--- config.mk ---
export PLATFORM = sky130hd
export DESIGN_NAME = square_drawer
export DESIGN_NICKNAME = d
export VERILOG_FILES = /design/src/rtl/square_drawer.sv
export SDC_FILE = /design/constraint.sdc
export NUM_CORES = 1
export LEC_CHECK = 0
export CAP_MARGIN = 20
export CORE_MARGIN = 2
export CORE_UTILIZATION = 43
export CTS_BUF_LIST = sky130_fd_sc_hd__clkbuf_16
export DETAILED_ROUTE_END_ITERATION = 10
export HOLD_SLACK_MARGIN = 0.03
export PLACE_DENSITY_LB_ADDON = 0.3
export SYNTH_ARGS = -nofsm -noshare
export SYNTH_HDL_FRONTEND = slang
export SYNTH_SLANG_ARGS = --single-unit
--- constraint.sdc ---
create_clock -name clk -period 2 [get_ports clk]
set_input_delay 0.3 -clock clk [delete_from_list [all_inputs] [get_ports clk]]
set_output_delay 0.3 -clock clk [all_outputs]
set_load 0.01 [all_outputs]
--- src/rtl/square_drawer.sv ---
// Square rasteriser for a VGA pixel adapter: one SIZE x SIZE square per start, one pixel per cycle.
// Optional macro SQUARE_BORDER_EN draws only the outline; timing stays identical.
module square_drawer #(
    parameter int SIZE  = 4,
    parameter int X_MAX = 159,
    parameter int Y_MAX = 119
) (
    input  logic       clk,
    input  logic       reset,
    input  logic       start,
    input  logic [7:0] starting_x,
    input  logic [6:0] starting_y,
    input  logic [2:0] colour_in,
    output logic [7:0] x,
    output logic [6:0] y,
    output logic [2:0] colour,
    output logic       writeEn,
    output logic       busy,
    output logic       done
);

    localparam int NPIX = SIZE * SIZE;
    localparam int CW   = $clog2(NPIX);

    typedef enum logic [1:0] {
        IDLE = 2'd0,
        DRAW = 2'd1,
        DONE = 2'd2
    } state_t;

    state_t        state, state_nxt;
    logic [CW-1:0] cnt;
    logic [7:0]    lat_x;
    logic [6:0]    lat_y;
    logic [2:0]    lat_colour;

    logic [CW-1:0] col, row;
    logic [8:0]    x_full;
    logic [7:0]    y_full;
    logic          in_bounds;
    logic          on_edge;
    logic          last_pix;

    assign col      = cnt % CW'(SIZE);
    assign row      = cnt / CW'(SIZE);
    assign last_pix = (cnt == CW'(NPIX - 1));

    // Keep the carry so pixels past the screen edge are clipped, not wrapped.
    assign x_full    = {1'b0, lat_x} + {{(9 - CW){1'b0}}, col};
    assign y_full    = {1'b0, lat_y} + {{(8 - CW){1'b0}}, row};
    assign in_bounds = (x_full <= 9'(X_MAX)) && (y_full <= 8'(Y_MAX));

`ifdef SQUARE_BORDER_EN
    assign on_edge = (row == '0) || (row == CW'(SIZE - 1)) ||
                     (col == '0) || (col == CW'(SIZE - 1));
`else
    assign on_edge = 1'b1;
`endif

    always_ff @(posedge clk or posedge reset) begin
        if (reset) begin
            state      <= IDLE;
            cnt        <= '0;
            lat_x      <= '0;
            lat_y      <= '0;
            lat_colour <= '0;
        end else begin
            state <= state_nxt;
            case (state)
                IDLE: begin
                    if (start) begin
                        lat_x      <= starting_x;
                        lat_y      <= starting_y;
                        lat_colour <= colour_in;
                        cnt        <= '0;
                    end
                end
                DRAW:    cnt <= cnt + 1'b1;
                default: ;
            endcase
        end
    end

    always_comb begin
        state_nxt = state;
        x         = '0;
        y         = '0;
        colour    = '0;
        writeEn   = 1'b0;
        busy      = 1'b0;
        done      = 1'b0;
        case (state)
            IDLE: begin
                if (start) state_nxt = DRAW;
            end
            DRAW: begin
                busy    = 1'b1;
                x       = x_full[7:0];
                y       = y_full[6:0];
                colour  = lat_colour;
                writeEn = in_bounds && on_edge;
                if (last_pix) state_nxt = DONE;
            end
            DONE: begin
                busy      = 1'b1;
                done      = 1'b1;
                state_nxt = IDLE;
            end
            default: state_nxt = IDLE;
        endcase
    end

endmodule

; ---- After elaboration in Yosys (flattened, before gate mapping)
; Index checks and enable logic that the tools add are counted.
[word_totals]
regBits = 24
in_bits = 21
output_inout_bits = 21
elab_cells = 33
[op_classes]
n_addsub = 3
order_cmp = 2
n_eq_ne = 5
mux = 11
reduce_logical = 7
[op_table]
columns = operator, n
row1 = $add A8 B2 Y9, 1
row2 = $le A9 B8 Y1 const B, 1
row3 = $add A7 B2 Y8, 1
row4 = $le A8 B7 Y1 const B, 1
row5 = $mux W8, 1
row6 = $pmux W4 S2, 1
row7 = $mux W7, 1
row8 = $reduce_and A2 Y1, 3
row9 = $add A4 B1 Y4 const B, 1
row10 = $eq A4 B4 Y1 const B, 1
row11 = $mux W2, 2
row12 = $mux W4, 1
row13 = $ne A2 B2 Y1 const B, 2
row14 = $pmux W2 S2, 1
row15 = $mux W1, 3
row16 = $mux W3, 1
row17 = $eq A2 B1 Y1 const B, 1
row18 = $eq A2 B2 Y1 const B, 1
row19 = $logic_not A2 Y1, 1
row20 = $reduce_bool A2 Y1, 1
row21 = $reduce_or A2 Y1, 1
row22 = $logic_and A1 B1 Y1, 1

; ---- Logic depth before layout (Yosys ltp)
[depth]
word_depth = 4
mapped_depth = 6
mapped_depth_nobuf = 6

; ---- Worst setup path before layout
; Ideal clock, no wire load.
[synth_timing]
path_type = flip-flop to output port
start = reg cnt[2]
end = out writeEn
t_arrival_ns = 1.807
t_required_ns = 1.700
slack_ns = -0.107
stages_incl_launch_ff = 7
n_path_buf = 0
path_cell_list = dfrtp_1 > ha_1 > fa_1 > nand3_1 > a211o_1 > a31oi_1 > a2111oi_2
[synth_via]
elab_chain_cells = 4
[synth_lines]
columns = item, line
row1 = from (decl), 32  ; logic [CW-1:0] cnt;
row2 = from (signal assigned), 78  ; DRAW: cnt <= cnt + 1'b1;
row3 = $add A7 B2 Y8, 50  ; assign y_full = {1'b0, lat_y} + {{(8 - CW){1'b0}}, row};
row4 = $le A8 B7 Y1, 51  ; assign in_bounds = (x_full <= 9'(X_MAX)) && (y_full <= 8'(Y_MAX));
row5 = $logic_and A1 B1 Y1, 51
row6 = $mux W1, 92  ; case (state)
row7 = to (decl), 17  ; output logic writeEn,
; No other way between the ends.

; ---- Worst setup path after layout
[layout_timing]
start = reg cnt[0]
end = out writeEn
[layout_via]
elab_chain_cells = 4
[layout_lines]
columns = item, line
row1 = $add A8 B2 Y9, 49  ; assign x_full = {1'b0, lat_x} + {{(9 - CW){1'b0}}, col};
row2 = $le A9 B8 Y1, 51
row3 = $logic_and A1 B1 Y1, 51
row4 = $mux W1, 92
; No other way between the ends.

==> flow_results.org <==
** STA
- Dividing the final minimum period by the clock period gives 1.15.
- Count of final hold-check violations :: 0
- Derived from the worst setup path, the maximum achievable clock frequency is 435 MHz.
- Setup violations remaining at the end of the flow were counted as 9.
- Subtracting the final worst setup slack from the clock period gives ~2.3 ns.
- Actual slew at the worst max-slew pin :: 0.444 ns
- After routing, the total negative slack on setup checks comes to -0.994 ns.
- Setup repair after global routing could not meet its margin everywhere.
- Number of pins with negative max-slew slack in the final report :: 0
- Maximum clock skew at final layout :: roughly 0.0027 ns
- Worst setup margin :: -0.298 ns
- Rel. slew slack :: 0.703

** Pwr
- Power comes to 3470 µW.
- The share of total power dissipated in combinational logic is 0.605.
- Power per Cell Area :: around 1500 nW/µm²
- Peak VDD IR :: between 0.0008 and 0.0009 V
- Summed over all nets, the switching power comes to ~1400 µW.
- For this design the static power due to leakage is about 0.0011 µW.
- Share of power burned in registers :: 0.272
- The internal power of the cells totals ~2100 µW.
- Part of the power in the clock network :: 0.123
- Of the total power, the share spent switching nets is 0.391.

** Synthesis
- Synth warn :: 0
- Synth Instances :: between 100 and 150
- Top cell type's share of synthesized area :: 0.404
- Synthesis instantiated 37 different standard cells from the library.
- Largest family of logic cells by synthesized area :: simple AND/OR/NAND/NOR gates
- Dominant register cell in the synthesized netlist :: dfrtp_1
- Async set-reset flop share out of synthesis :: 1.00
- The synthesized design contains 24 register bits.
- Multiplexer fraction of the synthesized cell area :: 0.150
- Sequential fraction of the synthesis area :: 0.404
- Number of nets in the synthesized netlist :: between 150 and 200
- Fraction of synthesized cell area in xor and xnor cells :: 0.0530
- Number of enable flip-flop cells after synthesis :: 0
- Of the total synthesized cell area, the portion taken by AND, OR, NAND and NOR gates is 0.171.
- Leading cell type by number of instances after synthesis :: dfrtp_1
- Synthesized-area fraction occupied by ao, oa, aoi and oai cells :: 0.101
- After synthesis, the mean cell area works out to 10.4 µm².
- Post-Synth Adder-Cell Area :: 0.0943
- Most area-consuming cells after synthesis :: dfrtp_1, mux2_2, ha_1
- The mapped netlist covers between 1000 and 1500 µm².
- The synthesized design spends more area on one cell type than any other, namely dfrtp_1.
- The commonest cells after synthesis are dfrtp_1, mux2_2, nor2_1.

** Outcome
- Result of the run :: complete, but fails checks
- The final reports fail on setup timing.

** Worst setup path
- Worst path bufs/invs :: 1
- Endpoint of the worst-slack reg-to-reg timing path :: lat_y[0]
- The slowest stage of the critical path belongs to the cell dfrtp_1.
- Counting cells, the worst reg-to-reg path comes to 4.
- In this run the register-to-register setup slack is 0.40 ns.
- Of all nets on the critical path, the largest fanout is 4.
- The worst setup path is captured at an output pin.
- Walking the worst path, the cells encountered are ha_2 -> fa_2 -> or3_1 -> a211oi_2 -> a2111oi_2 -> buf_2.
- The cell family contributing the most delay on the critical path is adder cells.
- The critical path starts at cnt[0].
- The worst setup path is launched from a flop.
- Crit-path max cell delay :: ~0.38 ns
- Critical path type :: reg2out
- In this run the critical register-to-register path is launched from state[0].
- Required time at the worst-slack endpoint :: between 1.5 and 2 ns
- Data arrival at the endpoint of the critical path :: approximately 2 ns

** Global route
- In the global route stage, overall resource usage came out at 0.202.
- After global routing the overflow that remains totals 0.
- The first global-routing pass estimated roughly 6300 µm of wire.
- The number of antenna violations at the first check in global routing came to 0.
- Largest net degree at the start of global routing :: 25
- Vias in the first global route :: between 1,000 and 1,500

** Layout
- Of the cells placed in the final design, the portion with a size suffix greater than 1 is 0.421.
- Final design instance area without fill :: 2310 µm²
- In the final design database the tool counted 247 nets.
- Growth of design area from synthesis to finish :: 55.4%
- Count of antenna diodes in the layout :: 0

** Floorplanning
- The initialized floorplan defines 21 standard-cell rows.
- Full die area :: about 3900 µm²
- Die Ht :: around 63 µm
- The floorplan step set the die width to 62.8 µm.
- Number of top-level design ports :: 42
- Core Region :: between 3000 and 4000 µm²
- The initial utilization of the core area, before any placement, comes to 0.445.

** Drt
- Via density per instance :: 5.04
- After detailed routing, the number of remaining DRC violations is 0.
- The count of nets left with antenna violations once routing finished came out at 0.
- First DRT Iteration DRCs :: 45
- Total Wirelength :: 3730 µm
- For this block, the via count after detailed routing is 1,311.
- Count of TritonRoute iterations in the first routing pass :: 4
- Mean routed wirelength per cell :: 14.4 µm

** Place
- Summing all placed instances gives a cell area of around 2100 µm².
- HPWL after detailed placement :: between 2000 and 2500 µm
- At the end of routability-driven placement, the weighted congestion stood at about 0.8.
- Buffers placed on the I/O ports in this run total 41.

** Clocking
- The clock net in this run drives a total of 24 sinks.
- The tree is rooted in a clkbuf_16.
- In this run the number of H-tree levels came out at 1.
- The clock passes through at most 2 buffers.
- After clock tree synthesis, the clock-pin slew on the worst setup and hold paths is around 0.06 ns.
- CTS tree :: yes
- The number of clock buffers added by TritonCTS is 3.
- The later pin in the worst-skew pair is clocked with a latency of approximately 0.26 ns.

** Flow run
- Max-cap violations in this run came to 0.

** Min path
- The tightest min-delay check is of the in2async type.
through the flow:
stage / util / setup slack [ns] / hold slack (ns) / instances
after detailed placement: 0.636 / -0.469 / 0.488 / 249
after CTS: 0.678 / -0.319 / 0.412 / 256
after global placement: 0.636 / -0.457 / 0.480 / 249
after floorplan: - / 0.00241 / 0.315 / 143
final: 0.692 / -0.298 / 0.397 / 260
after global routing: 0.692 / -0.378 / 0.441 / 260
worst min-delay path: cells and delay by family:
family	cells	cell delay [ns]
buffers and inverters	3	0.75
cells by family after synthesis:
logic type,Yosys count
AOI/OAI and AO/OA,22
xor gates and xnor gates,9
adders and majority gates,10
buffers and inverters,10
DFF,24
muxes,20
and+or+nand+nor,48
power groups by stage:
stage | registers, µW | logic, µW | clock network, µW
2_1_floorplan | 891 | 1070 | 0
6_report | 942 | 2100 | 426
4_1_cts | 939 | 2020 | 435
5_1_grt | 985 | 2290 | 457
3_5_place_dp | 919 | 1990 | 0
3_3_place_gp | 899 | 1940 | 0
timing repair:
action | 4_1_cts | 5_1_grt
hold buffers | 0 | 0
pin swaps | 18 | 8
resized for setup | 77 | 9
setup endpoints to repair | 19 | 16
setup buffers | 4 | 4
worst max path at each step:
stage                         end  slack (ns)  cells after the start
final                     writeEn       -0.30                      6
after global routing      writeEn       -0.38                      6
after CTS                 writeEn       -0.32                      6
after detailed placement  writeEn       -0.47                      6
after global placement    writeEn       -0.46                      6
after floorplan           writeEn       0.002                      6
area by class of cell:
type | instances | area [µm²]
Sequential cell | 24 | 604
Tap cell | 46 | 57.6
Multi-Input combinational cell | 109 | 936
Clock buffer | 3 | 75.1
Timing Repair Buffer | 73 | 618
Fill cell | 262 | 1030
Inverter | 5 | 18.8
sequential cells by signal, summed over array words and instances (netlist names):
signal / cells
cnt: 4
lat_colour: 3
lat_x: 8
lat_y: 7
state: 2
metal layers:
| layer | vias to the layer above | part of all wire | global-route usage |
|---|---|---|---|
| li1 | 646 | - | - |
| met5 | - | 0 | 0 |
| met3 | 3 | 0.029 | 0.0288 |
| met1 | 636 | 0.43 | 0.243 |
| met2 | 26 | 0.54 | 0.383 |
| met4 | 0 | 0.0062 | 0.0333 |
layout by cell type (no fill, tap or decap), types with 7 or more instances in the layout:
| master | Yosys | routed |
|---|---|---|
| buf_4 | 0 | 25 |
| clkdlybuf4s50_1 | 0 | 22 |
| dfrtp_1 | 24 | 21 |
| mux2_2 | 18 | 18 |
| nor2_1 | 12 | 12 |
| buf_2 | 2 | 12 |
| nand2_1 | 10 | 7 |
| and2_1 | 7 | 7 |
| buf_6 | 0 | 7 |
(Power assumes the default switching activity.)
